[src/rtl/axi_pkg.sv]
// Shared definitions for the LSU-facing AXI crossbar: CLINT window,
// FSM encodings and packed channel payloads.
package axi_pkg;
  localparam logic [31:0] CLINT_BASE = 32'h0200_0000;
  localparam logic [31:0] CLINT_MASK = 32'hFFFF_0000;

  typedef enum logic [1:0] {R_IDLE = 2'd0, R_ADDR = 2'd1, R_DATA = 2'd2} rd_state_e;
  typedef enum logic [1:0] {W_IDLE = 2'd0, W_XFER = 2'd1, W_RESP = 2'd2} wr_state_e;

  typedef struct packed {
    logic [31:0] addr;
    logic [3:0]  id;
    logic [7:0]  len;
    logic [2:0]  size;
    logic [1:0]  burst;
  } ax_req_t;

  typedef struct packed {
    logic [31:0] data;
    logic [3:0]  strb;
    logic        last;
  } w_req_t;

  typedef struct packed {
    logic [31:0] data;
    logic [3:0]  id;
    logic [1:0]  resp;
    logic        last;
  } r_rsp_t;

  typedef struct packed {
    logic [3:0] id;
    logic [1:0] resp;
  } b_rsp_t;
endpackage

[src/rtl/axi_addr_dec.sv]
// Address window decode: sel=1 routes to the CLINT port, sel=0 to the SoC bus.
module axi_addr_dec import axi_pkg::*; #(
  parameter logic [31:0] BASE = CLINT_BASE,
  parameter logic [31:0] MASK = CLINT_MASK
) (
  input  logic [31:0] addr,
  output logic        sel
);
  assign sel = ((addr & MASK) == BASE);
endmodule

[src/rtl/axi_xbar.sv]
// 1x2 AXI4 crossbar: LSU slave port to SoC bus (M0) or CLINT (M1).
// Independent read/write FSMs, one outstanding transaction each.
module axi_xbar #(
  parameter logic [31:0] CLINT_BASE = axi_pkg::CLINT_BASE,
  parameter logic [31:0] CLINT_MASK = axi_pkg::CLINT_MASK
) (
  input  logic        clock,
  input  logic        S_AXI_ARESETN,
  // slave port (core LSU)
  input  logic        S_AXI_ARVALID,
  output logic        S_AXI_ARREADY,
  input  logic [31:0] S_AXI_ARADDR,
  input  logic [3:0]  S_AXI_ARID,
  input  logic [7:0]  S_AXI_ARLEN,
  input  logic [2:0]  S_AXI_ARSIZE,
  input  logic [1:0]  S_AXI_ARBURST,
  output logic        S_AXI_RVALID,
  input  logic        S_AXI_RREADY,
  output logic [31:0] S_AXI_RDATA,
  output logic [3:0]  S_AXI_RID,
  output logic [1:0]  S_AXI_RRESP,
  output logic        S_AXI_RLAST,
  input  logic        S_AXI_AWVALID,
  output logic        S_AXI_AWREADY,
  input  logic [31:0] S_AXI_AWADDR,
  input  logic [3:0]  S_AXI_AWID,
  input  logic [7:0]  S_AXI_AWLEN,
  input  logic [2:0]  S_AXI_AWSIZE,
  input  logic [1:0]  S_AXI_AWBURST,
  input  logic        S_AXI_WVALID,
  output logic        S_AXI_WREADY,
  input  logic [31:0] S_AXI_WDATA,
  input  logic [3:0]  S_AXI_WSTRB,
  input  logic        S_AXI_WLAST,
  output logic        S_AXI_BVALID,
  input  logic        S_AXI_BREADY,
  output logic [3:0]  S_AXI_BID,
  output logic [1:0]  S_AXI_BRESP,
  // master port 0 (SoC bus)
  output logic        M0_AXI_ARVALID,
  input  logic        M0_AXI_ARREADY,
  output logic [31:0] M0_AXI_ARADDR,
  output logic [3:0]  M0_AXI_ARID,
  output logic [7:0]  M0_AXI_ARLEN,
  output logic [2:0]  M0_AXI_ARSIZE,
  output logic [1:0]  M0_AXI_ARBURST,
  input  logic        M0_AXI_RVALID,
  output logic        M0_AXI_RREADY,
  input  logic [31:0] M0_AXI_RDATA,
  input  logic [3:0]  M0_AXI_RID,
  input  logic [1:0]  M0_AXI_RRESP,
  input  logic        M0_AXI_RLAST,
  output logic        M0_AXI_AWVALID,
  input  logic        M0_AXI_AWREADY,
  output logic [31:0] M0_AXI_AWADDR,
  output logic [3:0]  M0_AXI_AWID,
  output logic [7:0]  M0_AXI_AWLEN,
  output logic [2:0]  M0_AXI_AWSIZE,
  output logic [1:0]  M0_AXI_AWBURST,
  output logic        M0_AXI_WVALID,
  input  logic        M0_AXI_WREADY,
  output logic [31:0] M0_AXI_WDATA,
  output logic [3:0]  M0_AXI_WSTRB,
  output logic        M0_AXI_WLAST,
  input  logic        M0_AXI_BVALID,
  output logic        M0_AXI_BREADY,
  input  logic [3:0]  M0_AXI_BID,
  input  logic [1:0]  M0_AXI_BRESP,
  // master port 1 (CLINT)
  output logic        M1_AXI_ARVALID,
  input  logic        M1_AXI_ARREADY,
  output logic [31:0] M1_AXI_ARADDR,
  output logic [3:0]  M1_AXI_ARID,
  output logic [7:0]  M1_AXI_ARLEN,
  output logic [2:0]  M1_AXI_ARSIZE,
  output logic [1:0]  M1_AXI_ARBURST,
  input  logic        M1_AXI_RVALID,
  output logic        M1_AXI_RREADY,
  input  logic [31:0] M1_AXI_RDATA,
  input  logic [3:0]  M1_AXI_RID,
  input  logic [1:0]  M1_AXI_RRESP,
  input  logic        M1_AXI_RLAST,
  output logic        M1_AXI_AWVALID,
  input  logic        M1_AXI_AWREADY,
  output logic [31:0] M1_AXI_AWADDR,
  output logic [3:0]  M1_AXI_AWID,
  output logic [7:0]  M1_AXI_AWLEN,
  output logic [2:0]  M1_AXI_AWSIZE,
  output logic [1:0]  M1_AXI_AWBURST,
  output logic        M1_AXI_WVALID,
  input  logic        M1_AXI_WREADY,
  output logic [31:0] M1_AXI_WDATA,
  output logic [3:0]  M1_AXI_WSTRB,
  output logic        M1_AXI_WLAST,
  input  logic        M1_AXI_BVALID,
  output logic        M1_AXI_BREADY,
  input  logic [3:0]  M1_AXI_BID,
  input  logic [1:0]  M1_AXI_BRESP
);
  import axi_pkg::*;

  rd_state_e r_state, r_next;
  wr_state_e w_state, w_next;
  logic      rsel, wsel, aw_done, w_done;
  logic      ar_dec, aw_dec;

  axi_addr_dec #(.BASE(CLINT_BASE), .MASK(CLINT_MASK)) u_ar_dec (.addr(S_AXI_ARADDR), .sel(ar_dec));
  axi_addr_dec #(.BASE(CLINT_BASE), .MASK(CLINT_MASK)) u_aw_dec (.addr(S_AXI_AWADDR), .sel(aw_dec));

  // ---------------- read path ----------------
  logic    r_addr, r_data, sel_arready, sel_rvalid;
  ax_req_t ar_req, m0_ar, m1_ar;
  r_rsp_t  m0_r, m1_r, sel_r;

  assign r_addr      = (r_state == R_ADDR);
  assign r_data      = (r_state == R_DATA);
  assign sel_arready = rsel ? M1_AXI_ARREADY : M0_AXI_ARREADY;
  assign sel_rvalid  = rsel ? M1_AXI_RVALID  : M0_AXI_RVALID;
  assign m0_r        = {M0_AXI_RDATA, M0_AXI_RID, M0_AXI_RRESP, M0_AXI_RLAST};
  assign m1_r        = {M1_AXI_RDATA, M1_AXI_RID, M1_AXI_RRESP, M1_AXI_RLAST};
  assign sel_r       = rsel ? m1_r : m0_r;

  always_ff @(posedge clock or negedge S_AXI_ARESETN) begin
    if (!S_AXI_ARESETN) begin
      r_state <= R_IDLE;
      rsel    <= 1'b0;
    end else begin
      r_state <= r_next;
      if (r_state == R_IDLE && S_AXI_ARVALID) rsel <= ar_dec;
    end
  end

  always_comb begin
    r_next = r_state;
    unique case (r_state)
      R_IDLE:  if (S_AXI_ARVALID) r_next = R_ADDR;
      R_ADDR:  if (S_AXI_ARVALID && sel_arready) r_next = R_DATA;
      R_DATA:  if (sel_rvalid && S_AXI_RREADY && sel_r.last) r_next = R_IDLE;
      default: r_next = R_IDLE;
    endcase
  end

  // payload is zeroed toward the unselected port so nothing leaks across
  assign ar_req = {S_AXI_ARADDR, S_AXI_ARID, S_AXI_ARLEN, S_AXI_ARSIZE, S_AXI_ARBURST};
  assign m0_ar  = (r_addr && !rsel) ? ar_req : '0;
  assign m1_ar  = (r_addr &&  rsel) ? ar_req : '0;
  assign {M0_AXI_ARADDR, M0_AXI_ARID, M0_AXI_ARLEN, M0_AXI_ARSIZE, M0_AXI_ARBURST} = m0_ar;
  assign {M1_AXI_ARADDR, M1_AXI_ARID, M1_AXI_ARLEN, M1_AXI_ARSIZE, M1_AXI_ARBURST} = m1_ar;

  assign M0_AXI_ARVALID = r_addr && !rsel && S_AXI_ARVALID;
  assign M1_AXI_ARVALID = r_addr &&  rsel && S_AXI_ARVALID;
  assign S_AXI_ARREADY  = r_addr && sel_arready;

  assign S_AXI_RVALID   = r_data && sel_rvalid;
  assign {S_AXI_RDATA, S_AXI_RID, S_AXI_RRESP, S_AXI_RLAST} = r_data ? sel_r : '0;
  assign M0_AXI_RREADY  = r_data && !rsel && S_AXI_RREADY;
  assign M1_AXI_RREADY  = r_data &&  rsel && S_AXI_RREADY;

  // ---------------- write path ----------------
  logic    aw_fwd, w_fwd, aw_hs, w_last_hs;
  logic    sel_awready, sel_wready, sel_bvalid;
  ax_req_t aw_req, m0_aw, m1_aw;
  w_req_t  w_req, m0_w, m1_w;
  b_rsp_t  sel_b;

  assign aw_fwd      = (w_state == W_XFER) && !aw_done;
  assign w_fwd       = (w_state == W_XFER) && !w_done;
  assign sel_awready = wsel ? M1_AXI_AWREADY : M0_AXI_AWREADY;
  assign sel_wready  = wsel ? M1_AXI_WREADY  : M0_AXI_WREADY;
  assign sel_bvalid  = wsel ? M1_AXI_BVALID  : M0_AXI_BVALID;
  assign sel_b       = wsel ? {M1_AXI_BID, M1_AXI_BRESP} : {M0_AXI_BID, M0_AXI_BRESP};
  assign aw_hs       = aw_fwd && S_AXI_AWVALID && sel_awready;
  assign w_last_hs   = w_fwd && S_AXI_WVALID && sel_wready && S_AXI_WLAST;

  always_ff @(posedge clock or negedge S_AXI_ARESETN) begin
    if (!S_AXI_ARESETN) begin
      w_state <= W_IDLE;
      wsel    <= 1'b0;
      aw_done <= 1'b0;
      w_done  <= 1'b0;
    end else begin
      w_state <= w_next;
      if (w_state == W_IDLE && S_AXI_AWVALID) wsel <= aw_dec;
      // flags only live while in W_XFER; cleared on the way out
      if (w_state != W_XFER || w_next != W_XFER) begin
        aw_done <= 1'b0;
        w_done  <= 1'b0;
      end else begin
        if (aw_hs)     aw_done <= 1'b1;
        if (w_last_hs) w_done  <= 1'b1;
      end
    end
  end

  always_comb begin
    w_next = w_state;
    unique case (w_state)
      W_IDLE:  if (S_AXI_AWVALID) w_next = W_XFER;
      W_XFER:  if ((aw_done || aw_hs) && (w_done || w_last_hs)) w_next = W_RESP;
      W_RESP:  if (sel_bvalid && S_AXI_BREADY) w_next = W_IDLE;
      default: w_next = W_IDLE;
    endcase
  end

  assign aw_req = {S_AXI_AWADDR, S_AXI_AWID, S_AXI_AWLEN, S_AXI_AWSIZE, S_AXI_AWBURST};
  assign m0_aw  = (aw_fwd && !wsel) ? aw_req : '0;
  assign m1_aw  = (aw_fwd &&  wsel) ? aw_req : '0;
  assign {M0_AXI_AWADDR, M0_AXI_AWID, M0_AXI_AWLEN, M0_AXI_AWSIZE, M0_AXI_AWBURST} = m0_aw;
  assign {M1_AXI_AWADDR, M1_AXI_AWID, M1_AXI_AWLEN, M1_AXI_AWSIZE, M1_AXI_AWBURST} = m1_aw;
  assign M0_AXI_AWVALID = aw_fwd && !wsel && S_AXI_AWVALID;
  assign M1_AXI_AWVALID = aw_fwd &&  wsel && S_AXI_AWVALID;
  assign S_AXI_AWREADY  = aw_fwd && sel_awready;

  assign w_req = {S_AXI_WDATA, S_AXI_WSTRB, S_AXI_WLAST};
  assign m0_w  = (w_fwd && !wsel) ? w_req : '0;
  assign m1_w  = (w_fwd &&  wsel) ? w_req : '0;
  assign {M0_AXI_WDATA, M0_AXI_WSTRB, M0_AXI_WLAST} = m0_w;
  assign {M1_AXI_WDATA, M1_AXI_WSTRB, M1_AXI_WLAST} = m1_w;
  assign M0_AXI_WVALID = w_fwd && !wsel && S_AXI_WVALID;
  assign M1_AXI_WVALID = w_fwd &&  wsel && S_AXI_WVALID;
  assign S_AXI_WREADY  = w_fwd && sel_wready;

  assign S_AXI_BVALID  = (w_state == W_RESP) && sel_bvalid;
  assign {S_AXI_BID, S_AXI_BRESP} = (w_state == W_RESP) ? sel_b : '0;
  assign M0_AXI_BREADY = (w_state == W_RESP) && !wsel && S_AXI_BREADY;
  assign M1_AXI_BREADY = (w_state == W_RESP) &&  wsel && S_AXI_BREADY;
endmodule

[config.mk]
export PLATFORM = sky130hd
export DESIGN_NAME = axi_xbar
export DESIGN_NICKNAME = d
export VERILOG_FILES = /design/src/rtl/axi_pkg.sv /design/src/rtl/axi_addr_dec.sv /design/src/rtl/axi_xbar.sv
export SDC_FILE = /design/constraint.sdc
export NUM_CORES = 1
export LEC_CHECK = 0
export BUFFER_PORTS_ARGS = -buffer_cell sky130_fd_sc_hd__buf_2
export CAP_MARGIN = 20
export CORE_AREA = 8 8 214 216
export CTS_BUF_LIST = sky130_fd_sc_hd__clkbuf_8 sky130_fd_sc_hd__clkbuf_16
export DETAILED_ROUTE_END_ITERATION = 16
export DIE_AREA = 0 0 222 224
export HOLD_SLACK_MARGIN = 0.06
export PLACE_DENSITY_LB_ADDON = 0.2
export SLEW_MARGIN = 5
export SYNTH_ARGS = -nofsm -noshare
export SYNTH_HDL_FRONTEND = slang
export SYNTH_SLANG_ARGS = --single-unit
[constraint.sdc]
create_clock -name clock -period 1.4 [get_ports clock]
set_input_delay 0.14 -clock clock [delete_from_list [all_inputs] [get_ports clock]]
set_output_delay 0.14 -clock clock [all_outputs]
set_load 0.005 [all_outputs]
# After elaboration in Yosys (flattened, before gate mapping)
# Cells that the tools add are included.
# word_totals
inputBits	242
elab_cells	95
regBits	8
# op_classes
muxes	27
reduce_logical	51
eq_ne	11
# op_table
cell	n
$mux 49	4
$mux 39	2
$mux 37	2
$logic_and 1x1->1	39
$eq 16x10->1 const B	2
$mux 2	6
$mux 6	2
$pmux 2 s3	2
$mux 1	9
$ne 2x1->1 const B	4
$eq 2x1->1 const B	2
$eq 2x2->1 const B	2
$logic_not 1->1	4
$logic_not 2->1	2
$reduce_bool 2->1	2
$logic_or 1x1->1	3
$reduce_and 3->1	1
$ne 2x2->1 const B	1

# Logic depth before layout (Yosys ltp)
# Gate-level depths: netlist of the first run.
# depth
ltp_word	12
depth_mapped	6
depth_no_buf	3

# Hierarchy
# From an unflattened synthesis of the first run, not the netlist that was laid out.
# unflattened
hier_cells	472
area_unflattened_um2	3220.6
# by_module_without_submodules
module	seq_area_each_um2	cells_per_inst	area_per_inst_um2	n_inst
axi_xbar	200.2	462	3148.0	1
axi_addr_dec	0.0	5	36.3	2

# Worst setup path after synthesis of the first run
# Ideal clock, no wire load.
# synth_path
path_type	register -> output
from	register w_state[1]
to	output port M1_AXI_AWADDR[0]
path_buffers	2
path_stages_with_launch	6
arrival_ns	1.227
required_time_ns	1.260
path_slack_ns	0.033
path_cell_list	dfrtp_1 > nand2b_4 > buf_6 > nor3b_4 > clkbuf_2 > and2_1
# synth_via
elab_chain_len	4
# synth_rtl
element	line	text
start, declared	axi_xbar.sv:103	wr_state_e w_state, w_next;
start signal, assigned	axi_xbar.sv:182	w_state <= w_next;
$eq 2x1->1	axi_xbar.sv:166	assign aw_fwd = (w_state == W_XFER) && !aw_done;
$logic_and 1x1->1	axi_xbar.sv:166	
$logic_and 1x1->1	axi_xbar.sv:207	assign m1_aw = (aw_fwd && wsel) ? aw_req : '0;
$mux 49	axi_xbar.sv:207	
end, declared	axi_xbar.sv:85	output logic [31:0] M1_AXI_AWADDR,
# Every way passes these cells.

# Final worst setup path of the first run
# layout_path
from	register r_state[1]
to	output port M0_AXI_ARADDR[19]
# layout_via
elab_chain_len	3
# layout_rtl
element	line	text
start, declared	axi_xbar.sv:102	rd_state_e r_state, r_next;
start signal, assigned	axi_xbar.sv:128	r_state <= r_next;
$eq 2x1->1	axi_xbar.sv:115	assign r_addr = (r_state == R_ADDR);
$logic_and 1x1->1	axi_xbar.sv:145	assign m0_ar = (r_addr && !rsel) ? ar_req : '0;
$mux 49	axi_xbar.sv:145	
end, declared	axi_xbar.sv:42	output logic [31:0] M0_AXI_ARADDR,
# Every way passes these cells.

==> run metrics, run 1 <==
status finished, violations left; failing checks setup timing; max-slew violations 0; # fillers 4859; Sw Pwr 0.00320 W; Avg Vias per Cell 3.41; GRT met3 Usage 2.72%; Worst-Skew Late Latency 0.25 ns; final hold vios 0; post-synthesis sequential area ratio 6.23%; final net count 1291; crit path capture M0_AXI_ARADDR[19]; post-route ant nets 0; P_leak 4.36 nW; DRT iter0 DRCs 108; IO Port Bufs 571; Ports 572; core area 42500 um^2; H-tree levels 1; synth top area cells and2_1 46%, mux2i_1 15%, and3_1 7.4%; Die X 222 um; CTS tree yes; Clk pin slew, worst setup/hold paths 0.06 ns; Worst Setup End Kind output pin; FF-to-FF path depth 3; worst-margin pin slew 0.457 ns; largest net degree at the start of global routing 51; WP data arrival 1.62 ns; final setup fails 334; M2 GR Usage 16.7%; vias in the first global route 5682; Post-synth top flop dfrtp_1; # clock sinks 8; worst reg2reg startpoint wsel; Sw Share 42.0%; count leader, synth and2_1; Flop pwr share 5.2%; Avg WL per Cell 15.2 um; drt pass-1 iters 4; synthesized area per cell 6.72 um^2; Die Area 49700 um^2; cell count after synthesis 478; Hold WS 0.175 ns; Overflow after GRT 0; Crit. Startpoint r_state[1]; # diodes 0; via count 5430; Synth top area share 46.3%; min Tclk post-route 1.76 ns; slew margin rel. 69.1%; worst min path class in -> reg; Core Rows 76; Crit path required time 1.26 ns; worst-path fanout max 12; Starting Density 7.56%; Period Utilization, post-route 126%; clock power share 7.2%; Combinational Power Share 87.6%; Longest Clk Path Bufs 2; DRT Wirelength 24300 um; Root Driver clkbuf_16; total power 0.00762 W; GRT Total Usage 8.34%; M1 GR Usage 8.20%; synthesis-to-layout area growth 131%; first-pass GRT wire length 33100 um; number of max-cap violations 0; Synthesis Warnings 0; CP Class reg -> out; Mapped Nets 720; setup ws final -0.358 ns; Internal Power 0.00442 W; routability cong. 0.825; busiest layer in global routing met2; PwrDens 1020 nW/um^2; EDFF count, synth 0; DRC 0; post-synth top area cell and2_1; Post-Syn Area 3210 um^2; critical register-to-register path endpoint w_state[1]; crit start category register; r2r setup slk -0.04 ns; Post-synth top cells 238 x and2_1, 49 x nor2_1, 48 x mux2i_1; fraction of layout cells with a size suffix above 1 62.5%; maximum achievable frequency 569 MHz; clock skew 0.0172 ns; Die Ht 224 um; CTS buffer count 3; Async SR Flop Fraction 100%; FF+latch count, synth 8; Yosys cell types 41; final HPWL from detailed placement 20600 um; initial antenna violation count 0; Worst VDD drop 556 uV; RSZ-0062 raised after global routing yes
[cell families (layout without fill, tap and decap cells)]
| kind of cell | Yosys count | in the layout | synth area share [%] |
|---|---|---|---|
| DFF | 8 | 8 | 6.23 |
| and+or+nand+nor | 360 | 360 | 68.3 |
| AOI/OAI and AO/OA | 12 | 12 | 2.73 |
| buffers and inverters | 48 | 618 | 7.01 |
| muxes | 50 | 50 | 15.8 |
[final cells by class]
class	instances	area, um^2	share of cell area, %
Clock buffer	3	75.1	1.01
Clock inverter	1	3.75	0.0505
Inverter	1	3.75	0.0505
Multi-Input combinational cell	422	2880	38.6
Sequential cell	8	208	2.79
Tap cell	546	683	9.18
Timing Repair Buffer	613	3590	48.3
[how the worst min path moves through the flow]
stage          depth (start not counted)  slack (ns)     startpoint         end
6_report                               2        0.18  S_AXI_ARVALID  r_state[0]
5_1_grt                                2        0.19  S_AXI_ARVALID  r_state[0]
4_1_cts                                2        0.18  S_AXI_ARVALID  r_state[0]
3_5_place_dp                           1        0.08  S_AXI_ARESETN  r_state[0]
3_3_place_gp                           1        0.07  S_AXI_ARESETN  r_state[1]
2_1_floorplan                          0       -0.16  S_AXI_ARESETN     aw_done
[registers in the layout, indices dropped and copies added (netlist names)]
signal,flops
rsel,1
w_state,2
wsel,1
w_done,1
r_state,2
aw_done,1
[power groups by stage]
stage | Sequential, W | Clock (W) | Combinational, W
after floorplan | 0.000362 | 0 | 0.00239
after global routing | 0.000406 | 0.000591 | 0.00731
after global placement | 0.000396 | 0 | 0.00530
final | 0.000396 | 0.000547 | 0.00668
after detailed placement | 0.000397 | 0 | 0.00521
after CTS | 0.000402 | 0.000572 | 0.00528
[layer usage]
layer,vias up,routed length [um]
met5,-,0
met4,0,416
met3,23,1910
met2,340,13000
met1,2382,8960
li1,2685,-
[placed cells by master (no fill, tap or decap), drive strengths merged, types with 3 or more instances in the layout]
master  Yosys  final
dfrtp       8      8
clkbuf     32      8
and2      238    238
nor3        3      3
nand2b      4      4
nor4        6      6
o21ai       4      4
nor3b       6      6
and3       38     38
nor2       49     49
buf        15    607
mux2i      48     48
[metrics by stage]
stage / std cells / util, % / setup TNS (ns) / cell area, um^2 / worst slack, ns
3_5_place_dp: 1578 / 16.2 / -11.44 / 6880 / -0.133
4_1_cts: 1583 / 16.5 / -85.56 / 7000 / -0.360
5_1_grt: 1594 / 17.5 / -109.36 / 7440 / -0.439
3_3_place_gp: 1578 / 16.2 / -7.91 / 6880 / -0.145
6_report: 1594 / 17.5 / -81.29 / 7440 / -0.358
2_1_floorplan: 478 / - / 0 / 3210 / 0.0330
[repair_timing]
item                       CTS  global route
setup buffers                0             4
hold buffers                 1             0
hold endpoints to repair     8             0
setup endpoints to repair  334           334
cloned                       0             7
pin swaps                   22            24
gates resized for setup     10            53
[critical path, cell delays in order (launching register included)]
cell and delay [ns]:
dfrtp_2 0.43, buf_6 0.13, nor3b_4 0.22, buf_12 0.18
clkbuf_16 0.17, and2_1 0.12, buf_2 0.11
(Power assumes the default switching activity.)
==> inputs of run 2 (changes only) <==
==> constraint.sdc (replaced) <==
create_clock -name clock -period 2.17 [get_ports clock]
set_input_delay 0.217 -clock clock [delete_from_list [all_inputs] [get_ports clock]]
set_output_delay 0.217 -clock clock [all_outputs]
set_load 0.005 [all_outputs]
==> run 2 against run 1 <==
The flow now finishes without violations; final area decreased by 8.6%; clock power decreased by 37%; worst hold slack improved by 0.066 ns; register-to-register slack improved by 0.62 ns; flip-flop and latch count unchanged; wire length decreased by 5.4%; largest cell class unchanged; first-iteration DRC count increased by 20%; sequential power decreased by 30%; clock skew decreased by 0.0040 ns.
==> run metrics, run 2 (synthesis results as in run 1) <==
worst min path class in -> reg; # fillers 4912 (+1.1%); Setup Fix Bufs, Post-CTS 0 (unchanged); most frequent cells in the layout 571 x buf_2, 238 x and2_1, 49 x nor2_1; Sum Neg Setup Slack 0 ns (+81.29 ns); crit path capture M1_AXI_AWADDR[11]; Crit. Startpoint w_state[1]; CTS tree yes; slew margin rel. 71.7% (+2.6 points); drt pass-1 iters 4 (unchanged); Resize count post-CTS 0 (-10); worst-margin pin slew 0.424 ns (-0.0326 ns); Longest Clk Path Bufs 2 (unchanged); final net count 1261 (-2.3%); most common cell after layout, fill and taps aside buf_2; vias in the first global route 5729 (+0.83%); Worst-Skew Late Latency 0.25 ns (about the same); Starting Density 7.56% (unchanged); Avg WL per Cell 14.7 um (-3.6%); post-route ant nets 0 (unchanged); critical register-to-register path endpoint w_state[1]; Worst Setup End Kind output pin; worst reg2reg startpoint wsel; Avg Vias per Cell 3.40 (-0.32%); largest net degree at the start of global routing 51 (unchanged); total power 0.00377 W (-51%); register area 203 um^2 (-2.4%); final HPWL from detailed placement 20400 um (-0.68%); max-slew violations 0 (unchanged); PwrDens 554 nW/um^2 (-46%); Die Ht 224 um (unchanged); Post-Place Cells 1559 (-1.2%); biggest regs r_state (2), w_state (2); DRT Wirelength 23000 um (-5.4%); synthesis-to-layout area growth 112%; # clock sinks 8 (unchanged); Root Driver clkbuf_16; final hold vios 0 (unchanged); worst-path fanout max 50 (+38); clock skew 0.0131 ns (-0.00402 ns); status finished clean; final instance area 6800 um^2 (-8.6%); Die Area 49700 um^2 (unchanged); Finished Layout Cells 1564 (-1.9%); number of max-cap violations 0 (unchanged); hold path cells 2 (unchanged); P_leak 4.06 nW (-6.9%); crit start category register; via count 5311 (-2.2%); H-tree levels 1 (unchanged); min Tclk post-route 1.91 ns; Placed Area 6710 um^2 (-2.4%); area occupied by multi-input gates 2810 um^2 (-2.4%); Period Utilization, post-route 88.1%; WP data arrival 1.69 ns (+0.07 ns); Clk pin slew, worst setup/hold paths 0.05 ns (about the same); Finished Core Util 16.0% (-1.5 points); Die X 222 um (unchanged); final setup fails 0 (-100%); DRC 0 (unchanged); fraction of layout cells with a size suffix above 1 58.6% (-3.9 points); first-pass GRT wire length 32700 um (-1.1%); IO Port Bufs 571 (unchanged); GRT Total Usage 8.27% (-0.072 points); Ports 572 (unchanged); core area 42500 um^2 (unchanged); routability cong. 0.794 (-3.8%); Core Rows 76 (unchanged); # diodes 0 (unchanged); Worst VDD drop 338 uV (-39%); CP Class reg -> out; CTS buffer count 3 (unchanged); DRT iter0 DRCs 130 (+20%); initial antenna violation count 0 (unchanged); maximum achievable frequency 523 MHz; Overflow after GRT 0 (unchanged); r2r setup slk 0.58 ns (+0.62 ns); FF-to-FF path depth 4 (+1); Crit path required time 1.95 ns (+0.69 ns); RSZ-0062 raised after global routing no
## run 2: cell count changes in the layout (fill, tap and decap cells not counted)
cell       previous run  this run
nor3_2                1         0
and2_1              213       238
buf_6                32         0
and2_4               25         0
dfrtp_1               4         6
buf_16                1         0
dfrtp_2               3         2
buf_12               10         6
buf_4                18         5
dfrtp_4               1         0
clkbuf_16             8         3
nor3_1                0         1
buf_2               546       571
## run 2: worst max-delay path: stages (launching register included)
cell and delay, ns:
dfrtp_1 0.44, nand2b_4 0.24, nor3b_4 0.24, buf_12 0.22, and2_1 0.16, buf_2 0.11
## run 2: per-stage QoR
stage | hold WS (ns) | setup WS [ns]
CTS | 0.237 | 0.251
floorplan | -0.0786 | 0.726
detailed placement | 0.141 | 0.512
global placement | 0.140 | 0.544
finish | 0.241 | 0.258
global route | 0.255 | 0.156
## run 2: where the power goes
part | internal (W) | total [W] | switching (W)
clock network | 0.000243 | 0.000347 | 0.000104
registers | 0.000188 | 0.000276 | 0.0000885
logic | 0.00157 | 0.00314 | 0.00158
## run 2: how the worst min path moves through the flow
stage | startpoint | endpoint | slack (ns)
finish | S_AXI_ARVALID | r_state[0] | 0.24
global route | S_AXI_ARVALID | r_state[0] | 0.26
CTS | S_AXI_ARVALID | r_state[0] | 0.24
detailed placement | S_AXI_ARESETN | r_state[1] | 0.14
global placement | S_AXI_ARESETN | r_state[1] | 0.14
floorplan | S_AXI_ARESETN | aw_done | -0.08
## run 2: layer usage
| layer | vias to the layer above | part of all wire [%] | GRT usage [%] |
|---|---|---|---|
| met5 | - | 0 | 0 |
| met4 | 0 | 2.8 | 2.67 |
| met3 | 34 | 9.0 | 3.17 |
| met2 | 357 | 52 | 16.2 |
| met1 | 2299 | 36 | 7.80 |
| li1 | 2621 | - | - |
## run 2: layout make-up
| type | instances | area share [%] |
|---|---|---|
| clock buffer | 3 | 1.10 |
| clock inverter | 1 | 0.0552 |
| inverter | 1 | 0.0552 |
| multi-input combinational | 422 | 41.3 |
| sequential | 8 | 2.98 |
| tap | 546 | 10.0 |
| timing repair buffer | 583 | 44.5 |
## run 2: repair_timing
action / CTS / global route
endpoints found under the setup margin: 0 / 0
hold buffers: 1 / 0
endpoints found under the hold margin: 8 / 0
==> inputs of run 3 (changes only) <==
--- a/config.mk
+++ b/config.mk
@@ -5,12 +5,13 @@
 export SDC_FILE = /design/constraint.sdc
 export NUM_CORES = 1
 export LEC_CHECK = 0
+export ABC_AREA = 1
 export BUFFER_PORTS_ARGS = -buffer_cell sky130_fd_sc_hd__buf_2
 export CAP_MARGIN = 20
-export CORE_AREA = 8 8 214 216
+export CORE_AREA = 8 8 216 218
 export CTS_BUF_LIST = sky130_fd_sc_hd__clkbuf_8 sky130_fd_sc_hd__clkbuf_16
 export DETAILED_ROUTE_END_ITERATION = 16
-export DIE_AREA = 0 0 222 224
+export DIE_AREA = 0 0 224 226
 export HOLD_SLACK_MARGIN = 0.06
 export PLACE_DENSITY_LB_ADDON = 0.2
 export SLEW_MARGIN = 5
==> constraint.sdc (replaced) <==
create_clock -name clock -period 2.17 [get_ports clock]
set_input_delay 0.217 -clock clock [delete_from_list [all_inputs] [get_ports clock]]
set_output_delay 0.217 -clock clock [all_outputs]
set_load 0.1 [all_outputs]
==> run 3 against run 2 <==
Combinational power increased to 4.5 times the previous value; clock skew increased by 0.0047 ns; final cell count up 17%; flip-flop and latch count unchanged; sequential power down 19%; final area rose by 66%; non-clock buffer count unchanged; utilization grew 10 points; sequential share of layout area decreased by 1.2 points; via count up 15%; critical path type unchanged; largest cell class unchanged.
==> run metrics, run 3 <==
status finished clean; register area 200 um^2 (-1.2%); count leader, synth nor2_1; worst-margin pin slew 0.664 ns (+0.240 ns); H-tree levels 1 (unchanged); Avg Vias per Cell 3.35 (-1.4%); simple-gate share of the synthesized area 55.9% (-12 points); critical register-to-register path endpoint r_state[1]; WP data arrival 1.83 ns (+0.14 ns); slew margin rel. 55.7% (-16 points); Post-synth top cells 291 x nor2_1, 150 x inv_1, 108 x nand2_1; Synthesis Warnings 0 (unchanged); r2r setup slk 0.57 ns (about the same); CP Class reg -> out; post-route ant nets 0 (unchanged); post-synth top area cell nor2_1; Combinational Power Share 96.1% (+13 points); routability cong. 0.792 (-0.25%); main combinational cell family by area after synthesis simple AND/OR/NAND/NOR gates; via count 6101 (+15%); FF-to-FF path depth 5 (+1); core area 43500 um^2 (+2.2%); Post-Syn Area 2990 um^2 (-7.0%); biggest regs r_state (2), w_state (2); first-pass GRT wire length 43300 um (+33%); post-synthesis adder-cell area fraction 0% (unchanged); final HPWL from detailed placement 27300 um (+34%); vias in the first global route 6676 (+17%); xor and xnor area share after synthesis 0% (unchanged); multiplexer share of the synthesized area 0.670% (-15 points); clock power share 2.4% (-6.8 points); Finished Core Util 26.0% (+10 points); cell count after synthesis 686 (+44%); Yosys cell types 22 (-46%); drt pass-1 iters 4 (unchanged); worst-path fanout max 43 (-14%); Longest Clk Path Bufs 2 (unchanged); Worst-Skew Late Latency 0.25 ns (about the same); final hold vios 0 (unchanged); most common cell after layout, fill and taps aside buf_2; setup ws final 0.121 ns (-0.137 ns); Die X 224 um (+0.90%); Internal Power 0.00408 W (+100%); clock skew 0.0178 ns (+0.00469 ns); DRT iter0 DRCs 153 (+18%); Root Driver clkbuf_16; Crit path required time 1.95 ns (about the same); Flop pwr share 1.5% (-5.8 points); Sw Pwr 0.0107 W (+500%); most frequent cells in the layout 312 x buf_2, 278 x nor2_2, 262 x buf_12; post-synthesis sequential area ratio 6.70% (+0.47 points); worst min path class in -> reg; Period Utilization, post-route 94.4% (+6.3 points); final net count 1473 (+17%); Mapped Nets 928 (+29%); Async SR Flop Fraction 100% (unchanged); PwrDens 1310 nW/um^2 (+140%); IO Port Bufs 571 (unchanged); number of max-cap violations 0 (unchanged); min Tclk post-route 2.05 ns (+0.137 ns); # clock sinks 8 (unchanged); Clk pin slew, worst setup/hold paths 0.06 ns (about the same); final instance area 11300 um^2 (+66%); CTS tree yes; # fillers 4753 (-3.2%); max-slew violations 0 (unchanged); DRT Wirelength 30200 um (+31%); EDFF count, synth 0 (unchanged); Setup Fix Bufs, Post-CTS 0 (unchanged); Sw Share 72.4% (+25 points); largest net degree at the start of global routing 51 (unchanged); Ports 572 (unchanged); Placed Area 11200 um^2 (+67%); Die Ht 226 um (+0.89%); synthesized area per cell 4.36 um^2 (-35%); area occupied by multi-input gates 2840 um^2 (+1.1%); Worst Setup End Kind output pin; CP max stage delay 0.45 ns (about the same); slowest CP cell buf_2; Post-synth top flop dfrtp_1; GRT Total Usage 11.1% (+2.8 points); Avg WL per Cell 16.6 um (+13%); Starting Density 6.88% (-0.69 points); complex-gate fraction of the synthesized area 8.75% (+6.0 points); synth top area cells nor2_1 37%, inv_1 19%, nand2_1 14%; FF+latch count, synth 8 (unchanged); crit path cell chain buf_4, nand2_1, a21oi_2, buf_2; initial antenna violation count 3 (+3); Overflow after GRT 0 (unchanged); Core Rows 77 (+1.3%); Synth top area share 36.6% (-9.8 points); crit path capture S_AXI_RDATA[31]; Place WS 0.365 ns (-0.147 ns); RSZ-0062 raised after global routing no; fraction of layout cells with a size suffix above 1 74.9% (+16 points); Crit. Startpoint rsel; worst reg2reg startpoint rsel; Die Area 50600 um^2 (+1.8%); DRC 0 (unchanged); crit start category register; final setup fails 0 (unchanged); maximum achievable frequency 488 MHz (-6.7%); P_leak 5.45 nW (+34%); min-delay src S_AXI_ARVALID; Worst VDD drop 999 uV (+200%); synthesis-to-layout area growth 279%; CTS buffer count 3 (unchanged)
-- run 3: changes by cell type after synthesis, moves of 8 or more --
| cell | delta |
|---|---|
| and2_1 | -238 |
| clkbuf_1 | -18 |
| nand2_1 | +106 |
| a21oi_1 | +45 |
| buf_2 | +17 |
| nand4_1 | +8 |
| clkbuf_2 | -8 |
| and3_1 | -38 |
| mux2i_1 | -46 |
| inv_1 | +149 |
| nor2_1 | +242 |
-- run 3: cell type report --
cell class	instances	share of cell area (%)
diodes	2	0.0442
clock buffers	3	0.664
inverters	154	5.11
multi-input cells	481	25.1
flip-flops and latches	8	1.77
well taps	592	6.55
repair buffers	583	60.8
-- run 3: worst max-delay path, delay by kind of cell, from the launching register on --
kind / cells / cell delay [ns]
buffers and inverters: 2 / 0.87
flip-flops: 1 / 0.36
AND/OR/NAND/NOR: 1 / 0.17
AO/OA/AOI/OAI: 1 / 0.16
-- run 3: cell families after synthesis --
kind of cell           after synthesis
AO/OA/AOI/OAI                       51
buffers and inverters              197
flip-flops                           8
multiplexers                         2
AND/OR/NAND/NOR                    428
-- run 3: power by group through the flow --
| stage | clock (W) | combinational, W | sequential (W) |
|---|---|---|---|
| 2_1_floorplan | 0 | 0.00982 | 0.000217 |
| 3_3_place_gp | 0 | 0.0144 | 0.000226 |
| 3_5_place_dp | 0 | 0.0144 | 0.000225 |
| 4_1_cts | 0.000376 | 0.0144 | 0.000223 |
| 5_1_grt | 0.000378 | 0.0146 | 0.000227 |
| 6_report | 0.000355 | 0.0142 | 0.000223 |
-- run 3: per-stage QoR --
step	hold slack, ns	std cells	TNS, ns	power, W
after floorplan	-0.0786	686	-3.49	0.0100
after global placement	0.142	1817	0	0.0146
after detailed placement	0.144	1817	0	0.0146
after CTS	0.182	1821	0	0.0150
after global routing	0.199	1822	0	0.0153
final	0.196	1823	0	0.0148
-- run 3: timing repair --
action / in CTS / in global routing
endpoints found under the hold margin: 8 / 0
setup endpoints to repair: 0 / 2
hold buffers: 1 / 0
gates resized for setup: 0 / 2
-- run 3: layer usage --
metal  wire length, um  track usage, %  up-vias
met5                26               0        -
met3              3070            4.22       15
li1                  -               -     3044
met4               229            1.68        4
met2             16500            21.9      348
met1             10300            11.1     2690
-- run 3: how the worst min path moves through the flow --
stage	to	slack, ns	cells past startpoint
floorplan	aw_done	-0.08	0
global placement	wsel	0.14	1
detailed placement	wsel	0.14	1
CTS	r_state[1]	0.18	3
global route	r_state[1]	0.20	3
finish	r_state[1]	0.20	3
